<file path="src/rtl/cli_console_ctrl_pkg.sv">
// Shared constants, state encoding and character helpers for the CLI console controller.
// CLI_CLEAR_EN adds the clear-screen state to the encoding.
package cli_pkg;

   localparam int CLI_COLS = 100;
   localparam int CLI_ROWS = 38;
   localparam int CLI_AW   = 12;

   localparam logic [7:0] CHAR_SPACE = 8'h20;
   localparam logic [7:0] CHAR_TILDE = 8'h7E;
   localparam logic [7:0] CHAR_LF    = 8'h0A;

   typedef enum logic [2:0] {
      ST_IDLE   = 3'd0,
      ST_CPU_WR = 3'd1,
      ST_KB_WR  = 3'd2,
      ST_KB_NL  = 3'd3
`ifdef CLI_CLEAR_EN
      ,
      ST_CLR    = 3'd4
`endif
   } cli_ctrl_state_t;

   typedef enum logic {
      GNT_KB  = 1'b0,
      GNT_CPU = 1'b1
   } cli_grant_t;

   function automatic logic is_printable(input logic [7:0] c);
      return (c >= CHAR_SPACE) && (c <= CHAR_TILDE);
   endfunction

endpackage

</file>
<file path="src/rtl/cli_console_ctrl_if.sv">
// Bundle of requester handshakes, tracker controls and RAM write port.
// The controller uses the slave view; the surrounding system uses the master view.
interface cli_console_ctrl_if #(parameter int AW = cli_pkg::CLI_AW);
   logic          kb_valid;
   logic [7:0]    kb_char;
   logic          kb_ready;
   logic          cpu_req;
   logic [6:0]    cpu_x;
   logic [5:0]    cpu_y;
   logic [7:0]    cpu_char;
   logic          cpu_ack;
   logic          trk_sel_cpu;
   logic          trk_inc;
   logic [6:0]    trk_cpu_x;
   logic [5:0]    trk_cpu_y;
   logic [6:0]    trk_x;
   logic [5:0]    trk_y;
   logic          wr_en;
   logic [AW-1:0] wr_addr;
   logic [7:0]    wr_data;
   logic          clr_req;
   logic          clr_busy;

   modport slave (
      input  kb_valid, kb_char, cpu_req, cpu_x, cpu_y, cpu_char, trk_x, trk_y, clr_req,
      output kb_ready, cpu_ack, trk_sel_cpu, trk_inc, trk_cpu_x, trk_cpu_y,
             wr_en, wr_addr, wr_data, clr_busy
   );

   modport master (
      output kb_valid, kb_char, cpu_req, cpu_x, cpu_y, cpu_char, trk_x, trk_y, clr_req,
      input  kb_ready, cpu_ack, trk_sel_cpu, trk_inc, trk_cpu_x, trk_cpu_y,
             wr_en, wr_addr, wr_data, clr_busy
   );
endinterface

</file>
<file path="src/rtl/cli_console_ctrl_rr_arb2.sv">
// Two-requester round-robin arbiter (CPU vs keyboard); on a tie the requester
// that did not win last time is granted. last_grant resets to KB.
module cli_rr_arb2
   import cli_pkg::*;
(
   input  logic clk,
   input  logic rst,
   input  logic i_req_cpu,
   input  logic i_req_kb,
   input  logic i_update,
   output logic o_gnt_cpu,
   output logic o_gnt_kb
);

   cli_grant_t r_last;

   // Grant decode from current requests and the last winner.
   always_comb begin
      o_gnt_cpu = 1'b0;
      o_gnt_kb  = 1'b0;
      if (i_req_cpu && (!i_req_kb || (r_last == GNT_KB))) begin
         o_gnt_cpu = 1'b1;
      end else if (i_req_kb) begin
         o_gnt_kb = 1'b1;
      end else begin
         o_gnt_cpu = 1'b0;
         o_gnt_kb  = 1'b0;
      end
   end

   // Remember the winner only when the grant is actually consumed.
   always_ff @(posedge clk) begin
      if (rst) begin
         r_last <= GNT_KB;
      end else if (i_update && o_gnt_cpu) begin
         r_last <= GNT_CPU;
      end else if (i_update && o_gnt_kb) begin
         r_last <= GNT_KB;
      end else begin
         r_last <= r_last;
      end
   end

endmodule

</file>
<file path="src/rtl/cli_console_ctrl.sv">
// Arbitrates CPU and keyboard writes into the character RAM via the position tracker.
// Optional clear-screen sweep is compiled in with CLI_CLEAR_EN.
module cli_console_ctrl
   import cli_pkg::*;
#(
   parameter int COLS = CLI_COLS,
   parameter int ROWS = CLI_ROWS,
   parameter int AW   = CLI_AW
)
(
   input  logic               clk,
   input  logic               rst,
   cli_console_ctrl_if.slave  bus
);

   cli_ctrl_state_t r_state;
   logic            r_wr_en;
   logic            r_trk_inc;
   logic            r_cpu_ack;
   logic            r_sel_cpu;
   logic [6:0]      r_cpu_x;
   logic [5:0]      r_cpu_y;
   logic [7:0]      r_wr_data;
   logic            r_clr_busy;
   logic [AW-1:0]   r_clr_cnt;

   logic            w_gnt_cpu;
   logic            w_gnt_kb;
   logic            w_idle;
   logic            w_clr_start;
   logic            w_cpu_in_range;
   logic            w_at_last_col;
   logic [AW-1:0]   w_lin_addr;

   assign w_idle         = (r_state == ST_IDLE);
   assign w_cpu_in_range = (int'(bus.cpu_x) < COLS) && (int'(bus.cpu_y) < ROWS);
   assign w_at_last_col  = (int'(bus.trk_x) == (COLS - 1));
   assign w_lin_addr     = AW'(bus.trk_y) * AW'(COLS) + AW'(bus.trk_x);

`ifdef CLI_CLEAR_EN
   assign w_clr_start = w_idle && bus.clr_req;
`else
   logic w_unused_clr;
   assign w_clr_start  = 1'b0;
   assign w_unused_clr = bus.clr_req;
   assign r_clr_busy   = 1'b0;
   assign r_clr_cnt    = '0;
`endif

   cli_rr_arb2 u_arb (
      .clk       (clk),
      .rst       (rst),
      .i_req_cpu (bus.cpu_req),
      .i_req_kb  (bus.kb_valid),
      .i_update  (w_idle && !w_clr_start),
      .o_gnt_cpu (w_gnt_cpu),
      .o_gnt_kb  (w_gnt_kb)
   );

   // Ready is the only combinational handshake: it must reflect this cycle's arbitration.
   assign bus.kb_ready    = w_idle && !rst && !w_gnt_cpu && !w_clr_start;
   assign bus.cpu_ack     = r_cpu_ack;
   assign bus.trk_sel_cpu = r_sel_cpu;
   assign bus.trk_inc     = r_trk_inc;
   assign bus.trk_cpu_x   = r_cpu_x;
   assign bus.trk_cpu_y   = r_cpu_y;
   assign bus.wr_en       = r_wr_en;
   assign bus.wr_data     = r_wr_data;
   assign bus.clr_busy    = r_clr_busy;
`ifdef CLI_CLEAR_EN
   assign bus.wr_addr     = (r_state == ST_CLR) ? r_clr_cnt : w_lin_addr;
`else
   assign bus.wr_addr     = w_lin_addr;
`endif

   // Sequencer: strobes are set one cycle ahead so they line up with the state they belong to.
   always_ff @(posedge clk) begin
      if (rst) begin
         r_state   <= ST_IDLE;
         r_wr_en   <= 1'b0;
         r_trk_inc <= 1'b0;
         r_cpu_ack <= 1'b0;
         r_sel_cpu <= 1'b0;
         r_cpu_x   <= 7'd0;
         r_cpu_y   <= 6'd0;
         r_wr_data <= 8'd0;
`ifdef CLI_CLEAR_EN
         r_clr_busy <= 1'b0;
         r_clr_cnt  <= '0;
`endif
      end else begin
         r_wr_en   <= 1'b0;
         r_trk_inc <= 1'b0;
         r_cpu_ack <= 1'b0;
         r_sel_cpu <= 1'b0;
         case (r_state)
            ST_IDLE: begin
               if (w_clr_start) begin
`ifdef CLI_CLEAR_EN
                  r_state    <= ST_CLR;
                  r_wr_en    <= 1'b1;
                  r_wr_data  <= CHAR_SPACE;
                  r_clr_cnt  <= '0;
                  r_clr_busy <= 1'b1;
`else
                  r_state    <= ST_IDLE;
`endif
               end else if (w_gnt_cpu) begin
                  r_state   <= ST_CPU_WR;
                  r_cpu_x   <= bus.cpu_x;
                  r_cpu_y   <= bus.cpu_y;
                  r_wr_data <= bus.cpu_char;
                  r_sel_cpu <= 1'b1;
                  r_cpu_ack <= 1'b1;
                  r_wr_en   <= w_cpu_in_range;
               end else if (w_gnt_kb) begin
                  if (is_printable(bus.kb_char)) begin
                     r_state   <= ST_KB_WR;
                     r_wr_data <= bus.kb_char;
                     r_wr_en   <= 1'b1;
                     r_trk_inc <= 1'b1;
                  end else if (bus.kb_char == CHAR_LF) begin
                     r_state   <= ST_KB_NL;
                     r_trk_inc <= 1'b1;
                  end else begin
                     r_state <= ST_IDLE;
                  end
               end else begin
                  r_state <= ST_IDLE;
               end
            end
            ST_CPU_WR: r_state <= ST_IDLE;
            ST_KB_WR:  r_state <= ST_IDLE;
            ST_KB_NL: begin
               // Keep stepping until the cycle that sits on the last column.
               if (w_at_last_col) begin
                  r_state <= ST_IDLE;
               end else begin
                  r_state   <= ST_KB_NL;
                  r_trk_inc <= 1'b1;
               end
            end
`ifdef CLI_CLEAR_EN
            ST_CLR: begin
               if (int'(r_clr_cnt) == (COLS * ROWS - 1)) begin
                  r_state    <= ST_IDLE;
                  r_clr_busy <= 1'b0;
               end else begin
                  r_state   <= ST_CLR;
                  r_wr_en   <= 1'b1;
                  r_clr_cnt <= r_clr_cnt + 1'b1;
               end
            end
`endif
            default: r_state <= ST_IDLE;
         endcase
      end
   end

endmodule

</file>
<file path="src/flat_wrapper.sv">
// flat-port wrapper written by rule: the top's interface ports become plain ports
module cli_console_ctrl_flat import cli_pkg::*;
#(
   parameter int COLS = CLI_COLS,
   parameter int ROWS = CLI_ROWS,
   parameter int AW   = CLI_AW
)
  (clk, rst, bus_kb_valid, bus_kb_char, bus_cpu_req, bus_cpu_x, bus_cpu_y, bus_cpu_char, bus_trk_x, bus_trk_y, bus_clr_req, bus_kb_ready, bus_cpu_ack, bus_trk_sel_cpu, bus_trk_inc, bus_trk_cpu_x, bus_trk_cpu_y, bus_wr_en, bus_wr_addr, bus_wr_data, bus_clr_busy);
  cli_console_ctrl_if #(.AW(AW)) bus_i ();
  input  logic clk;
  input  logic rst;
  input wire logic [$bits(bus_i.kb_valid)-1:0] bus_kb_valid;
  input wire logic [$bits(bus_i.kb_char)-1:0] bus_kb_char;
  input wire logic [$bits(bus_i.cpu_req)-1:0] bus_cpu_req;
  input wire logic [$bits(bus_i.cpu_x)-1:0] bus_cpu_x;
  input wire logic [$bits(bus_i.cpu_y)-1:0] bus_cpu_y;
  input wire logic [$bits(bus_i.cpu_char)-1:0] bus_cpu_char;
  input wire logic [$bits(bus_i.trk_x)-1:0] bus_trk_x;
  input wire logic [$bits(bus_i.trk_y)-1:0] bus_trk_y;
  input wire logic [$bits(bus_i.clr_req)-1:0] bus_clr_req;
  output wire logic [$bits(bus_i.kb_ready)-1:0] bus_kb_ready;
  output wire logic [$bits(bus_i.cpu_ack)-1:0] bus_cpu_ack;
  output wire logic [$bits(bus_i.trk_sel_cpu)-1:0] bus_trk_sel_cpu;
  output wire logic [$bits(bus_i.trk_inc)-1:0] bus_trk_inc;
  output wire logic [$bits(bus_i.trk_cpu_x)-1:0] bus_trk_cpu_x;
  output wire logic [$bits(bus_i.trk_cpu_y)-1:0] bus_trk_cpu_y;
  output wire logic [$bits(bus_i.wr_en)-1:0] bus_wr_en;
  output wire logic [$bits(bus_i.wr_addr)-1:0] bus_wr_addr;
  output wire logic [$bits(bus_i.wr_data)-1:0] bus_wr_data;
  output wire logic [$bits(bus_i.clr_busy)-1:0] bus_clr_busy;
  assign bus_i.kb_valid = bus_kb_valid;
  assign bus_i.kb_char = bus_kb_char;
  assign bus_i.cpu_req = bus_cpu_req;
  assign bus_i.cpu_x = bus_cpu_x;
  assign bus_i.cpu_y = bus_cpu_y;
  assign bus_i.cpu_char = bus_cpu_char;
  assign bus_i.trk_x = bus_trk_x;
  assign bus_i.trk_y = bus_trk_y;
  assign bus_i.clr_req = bus_clr_req;
  assign bus_kb_ready = bus_i.kb_ready;
  assign bus_cpu_ack = bus_i.cpu_ack;
  assign bus_trk_sel_cpu = bus_i.trk_sel_cpu;
  assign bus_trk_inc = bus_i.trk_inc;
  assign bus_trk_cpu_x = bus_i.trk_cpu_x;
  assign bus_trk_cpu_y = bus_i.trk_cpu_y;
  assign bus_wr_en = bus_i.wr_en;
  assign bus_wr_addr = bus_i.wr_addr;
  assign bus_wr_data = bus_i.wr_data;
  assign bus_clr_busy = bus_i.clr_busy;
  cli_console_ctrl #(.COLS(COLS), .ROWS(ROWS), .AW(AW)) u_core (.clk(clk), .rst(rst), .bus(bus_i));
endmodule
</file>
<file path="config.mk">
export PLATFORM = sky130hd
export DESIGN_NAME = cli_console_ctrl_flat
export DESIGN_NICKNAME = d
export VERILOG_FILES = /design/src/rtl/cli_console_ctrl_pkg.sv /design/src/rtl/cli_console_ctrl_if.sv /design/src/rtl/cli_console_ctrl_rr_arb2.sv /design/src/rtl/cli_console_ctrl.sv /design/src/flat_wrapper.sv
export SDC_FILE = /design/constraint.sdc
export NUM_CORES = 1
export LEC_CHECK = 0
export BUFFER_PORTS_ARGS = -buffer_cell sky130_fd_sc_hd__buf_2
export CORE_ASPECT_RATIO = 0.8
export CORE_MARGIN = 4
export CORE_UTILIZATION = 50
export CTS_CLUSTER_DIAMETER = 100
export DETAILED_ROUTE_END_ITERATION = 10
export GPL_ROUTABILITY_DRIVEN = 0
export GPL_TIMING_DRIVEN = 0
export PLACE_DENSITY = 0.86
export SLEW_MARGIN = 15
export SYNTH_ARGS = -nofsm -noshare
export SYNTH_HDL_FRONTEND = slang
export SYNTH_HIERARCHICAL = 1
export SYNTH_SLANG_ARGS = --single-unit
</file>
<file path="constraint.sdc">
create_clock -name clk -period 5.85 [get_ports clk]
set_clock_uncertainty 0.05 [all_clocks]
set_input_delay 1.17 -clock clk [delete_from_list [all_inputs] [get_ports clk]]
set_output_delay 1.17 -clock clk [all_outputs]
set_load 0.01 [all_outputs]
</file>
==> summary by stage <==
Outcome
The flow ran to the end, and the final reports show no timing, DRC or antenna violations.

Clock tree
In this run the number of H-tree levels came out at 1. For this design, the sink count on the clock tree is 26. The post-CTS setup-driven buffer insertion count is 0. In this run, post-CTS hold repair placed 0 buffers. The number of buffers created by CTS is 3. The number of gates given a new drive strength after cts is 0. Clock-pin slew was measured on the worst setup and hold paths at 0.09 ns. The CTS root buffer is sky130_fd_sc_hd__clkbuf_8. The clock insertion delay at the later pin of the skew report is 0.27 ns. TritonCTS built the clock tree. The worst-case clock buffer depth is 2.

Routing
The final layout contains routed wiring with a total length of between 4 and 5 mm. The routed wirelength normalized by instance count is 13.66 um. The first TritonRoute pass finished after 4 iterations. After detailed routing, the number of vias per cell comes to about 5.3.

Summing over every cut layer, the via total after detailed routing is 1821. Once detail routing completed, the nets flagged for antenna violations numbered 0. The DRC violation count after routing is 0.

For this block, the initial DRC count from the detailed router was approximately 90.

Worst setup path
The worst path arrival time is 3.66 ns. The critical path's top delay family is adder cells. Walking the worst path, the cells encountered are buf_2 -> ha_1 -> ha_1 -> ha_1 -> inv_1 -> fa_1 -> xor2_1 -> nor3_1 -> o31ai_1 -> nor3_2 -> xnor2_1 -> buf_2.

The slowest stage of the critical path belongs to the cell sky130_fd_sc_hd__fa_1. The kind of end point of the critical path is a primary output. The worst register-to-register path begins at u_core/u_arb/r_last. Across all register-to-register paths, the minimum setup slack is 4.05 ns. The worst setup path category is input port to primary output.

The most prevalent standard cell on the critical path is sky130_fd_sc_hd__ha_1. In this design, the stage delay of the slowest critical-path cell is approximately 0.44 ns. Measured in cells, the most critical reg-to-reg path has a length of 4.

In this run the critical register-to-register path is captured at u_core/r_state[0]. The required time reported for the critical path endpoint is approximately 4.6 ns. STA classifies the critical path startpoint as an input port.

Together, buffers and inverters on the worst path number 3. Along the worst path, the maximum fanout reaches 4.

Synth
The number of synthesized flops with an enable pin is 0. The most common flop cell mapped by yosys is sky130_fd_sc_hd__dfxtp_1. The Yosys step of the flow raised 6 warnings. The number of distinct library cell variants in the gate-level netlist after synthesis is 45.

After technology mapping, the gate count stands at around 220. The async set-or-reset flop fraction in the synthesized netlist is 0. For this run, the register share of the synthesized area comes to 0.2696.

After synthesis the netlist holds a flip-flop and latch count of 26. Synthesis produced a netlist with a net count of 292. A synthesized cell averages 8.938 sq um. The synthesized cell area is 1931 sq um.

STA
The worst slew margin relative to its limit is 0.5964. For this run, the top clock speed supported by timing is 0.2051 GHz. The smallest clock period supported by the final layout is computed as 4.877 ns. For the pin with the worst max-slew slack, the measured transition is 0.6000 ns. The final hold violation count was 0.

Hold timing on the final database bottoms out at a slack of approximately 0.4 ns. Setup violations remaining at the end of the flow were counted as 0. The final worst-path cycle share is 0.8336. The number of pins exceeding their max-slew limit in the final report is 0. The final setup TNS is 0 ns.

Setup repair after global routing left no endpoint under its margin.

Placement
The sum of net half-perimeters after detailed placement is around 4 mm. The number of buffer cells added on primary ports is 83. The post-place instance area is 2399 sq um.

Layout
The post-layout instance area is roughly 2500 sq um. The final-stage net count is 380. Of the cells placed in the final design, the portion with a size suffix greater than 1 is 0.3861. The most common cell after layout, fill and taps aside is sky130_fd_sc_hd__buf_2.

From synthesis to final layout, the design area changed by 27.93%. Measured on the finished design, the core utilization comes to 0.6926. In the layout the commonest cells are 86 x sky130_fd_sc_hd__buf_2, 30 x sky130_fd_sc_hd__nand2_1, 27 x sky130_fd_sc_hd__ha_1. The repair_antennas step left the layout with diodes totalling 0.

Global route
The via count of the first global-routing pass is around 1800. After global routing the overflow that remains totals 0. The largest net degree at the start of global routing is 16.

The first global-routing pass estimated 8.183 mm of wire. The number of antenna violations at the first check in global routing was 0. For this run, the total global-route usage over all layers was measured as 0.2014.

Min path
The path class of the tightest hold or removal check is flip-flop to flip-flop. For hold timing, the worst endpoint is u_core/bus.trk_cpu_y[0]. The cell count of the worst hold path is 2. The worst hold path startpoint is u_core/bus.trk_cpu_y[0].

Pwr
Summed over all cells, the static leakage comes to between 0.001 and 0.0015 uW. The total power density per cell area is 248.8 nW/um^2. IR analysis of the VDD net gives a maximum drop of 0.1416 mV.

Die
The initial utilization of the core area, before any placement, comes to 0.5414. The die span in x is 77.48 um. The number of core rows is 19. The die footprint is between 4000 and 5000 sq um. The total core area is roughly 3600 sq um.

The number of top-level design ports is 86. In this run the vertical extent of the chip is 63.58 um.

Job
Across the run, the number of max-cap violations was 0.
[logic make-up after synthesis]
group	count (synthesis)	synth area share
muxes	8	0.04148
xor gates and xnor gates	14	0.06351
AOI/OAI and AO/OA	46	0.1938
and+or+nand+nor	67	0.1672
DFF	26	0.2696
other	1	0.001942
adders and majority gates	29	0.1957
buffers and inverters	25	0.06675
[final cells by class]
type | count | area (sq um)
Buffer | 11 | 76.32
Clock buffer | 3 | 41.29
Clock inverter | 1 | 30.03
Fill cell | 283 | 1096
Inverter | 14 | 52.55
Multi-Input combinational cell | 165 | 1281
Sequential cell | 26 | 520.5
Tap cell | 42 | 52.55
Timing Repair Buffer | 83 | 415.4
[worst max path at each step]
stage	start	to	slack, ns	cells after the start
4_1_cts	bus_trk_y[1]	bus_wr_addr[11]	0.96	12
6_report	bus_trk_y[1]	bus_wr_addr[11]	0.97	12
3_5_place_dp	bus_trk_y[1]	bus_wr_addr[11]	0.96	12
5_1_grt	bus_trk_y[1]	bus_wr_addr[11]	0.77	12
2_1_floorplan	bus_trk_y[1]	bus_wr_addr[11]	1.34	10
3_3_place_gp	bus_trk_y[1]	bus_wr_addr[11]	1.02	12
[report_power, final]
group | internal (uW) | switching (uW) | total, uW
Clock | 91.5 | 55.6 | 147
Sequential | 192 | 7.85 | 200
Combinational | 121 | 146 | 267
Total | 405 | 210 | 615
[sequential cells by signal, indices dropped and copies added (netlist names)]
| register | flops |
|---|---|
| u_core/bus.trk_cpu_x | 7 |
| u_core/bus.trk_cpu_y | 6 |
| u_core/bus.trk_sel_cpu | 1 |
| u_core/bus.wr_data | 8 |
| u_core/bus.wr_en | 1 |
| u_core/r_state | 2 |
| u_core/u_arb/r_last | 1 |
[through the flow]
stage / setup WS, ns / total power (uW) / instances
after floorplan: 1.337 / 383.5 / 216
after global placement: 1.017 / 463.7 / 341
after detailed placement: 0.9647 / 470.0 / 341
after CTS: 0.9571 / 619.1 / 345
after global routing: 0.7722 / 661.4 / 345
final: 0.9732 / 614.5 / 345
[metal layers]
metal  global-route usage  vias to the layer above  wire length [um]
met5                    0                        -                 0
met4              0.06000                        0                46
met3              0.03846                        4               330
met2               0.3470                       70              2227
met1               0.2536                      826              2108
li1                     -                      921                 -
[synth_stat cells, types with 3 or more instances]
| library cell | instances | area, sq um |
|---|---|---|
| sky130_fd_sc_hd__dfxtp_1 | 26 | 520.5 |
| sky130_fd_sc_hd__buf_2 | 3 | 15.01 |
| sky130_fd_sc_hd__nor2_1 | 15 | 56.30 |
| sky130_fd_sc_hd__ha_1 | 27 | 337.8 |
| sky130_fd_sc_hd__inv_1 | 14 | 52.55 |
| sky130_fd_sc_hd__nand3_1 | 3 | 15.01 |
| sky130_fd_sc_hd__o21ai_0 | 3 | 15.01 |
| sky130_fd_sc_hd__buf_4 | 4 | 30.03 |
| sky130_fd_sc_hd__nand2b_1 | 3 | 18.77 |
| sky130_fd_sc_hd__a21oi_1 | 15 | 75.07 |
| sky130_fd_sc_hd__mux2i_1 | 8 | 80.08 |
| sky130_fd_sc_hd__xor2_1 | 4 | 35.03 |
| sky130_fd_sc_hd__a21oi_2 | 3 | 26.28 |
| sky130_fd_sc_hd__xnor2_1 | 10 | 87.58 |
| sky130_fd_sc_hd__a211oi_2 | 11 | 137.6 |
| sky130_fd_sc_hd__nand2_1 | 30 | 112.6 |
[worst register-to-register path, cell delays in order, from the launching register on]
cell                       delay [ns]
sky130_fd_sc_hd__dfxtp_1         0.33
sky130_fd_sc_hd__a21boi_0        0.49
sky130_fd_sc_hd__nand2_2         0.27
sky130_fd_sc_hd__clkbuf_1        0.29
sky130_fd_sc_hd__a311oi_1        0.28
(Power assumes the default switching activity.)
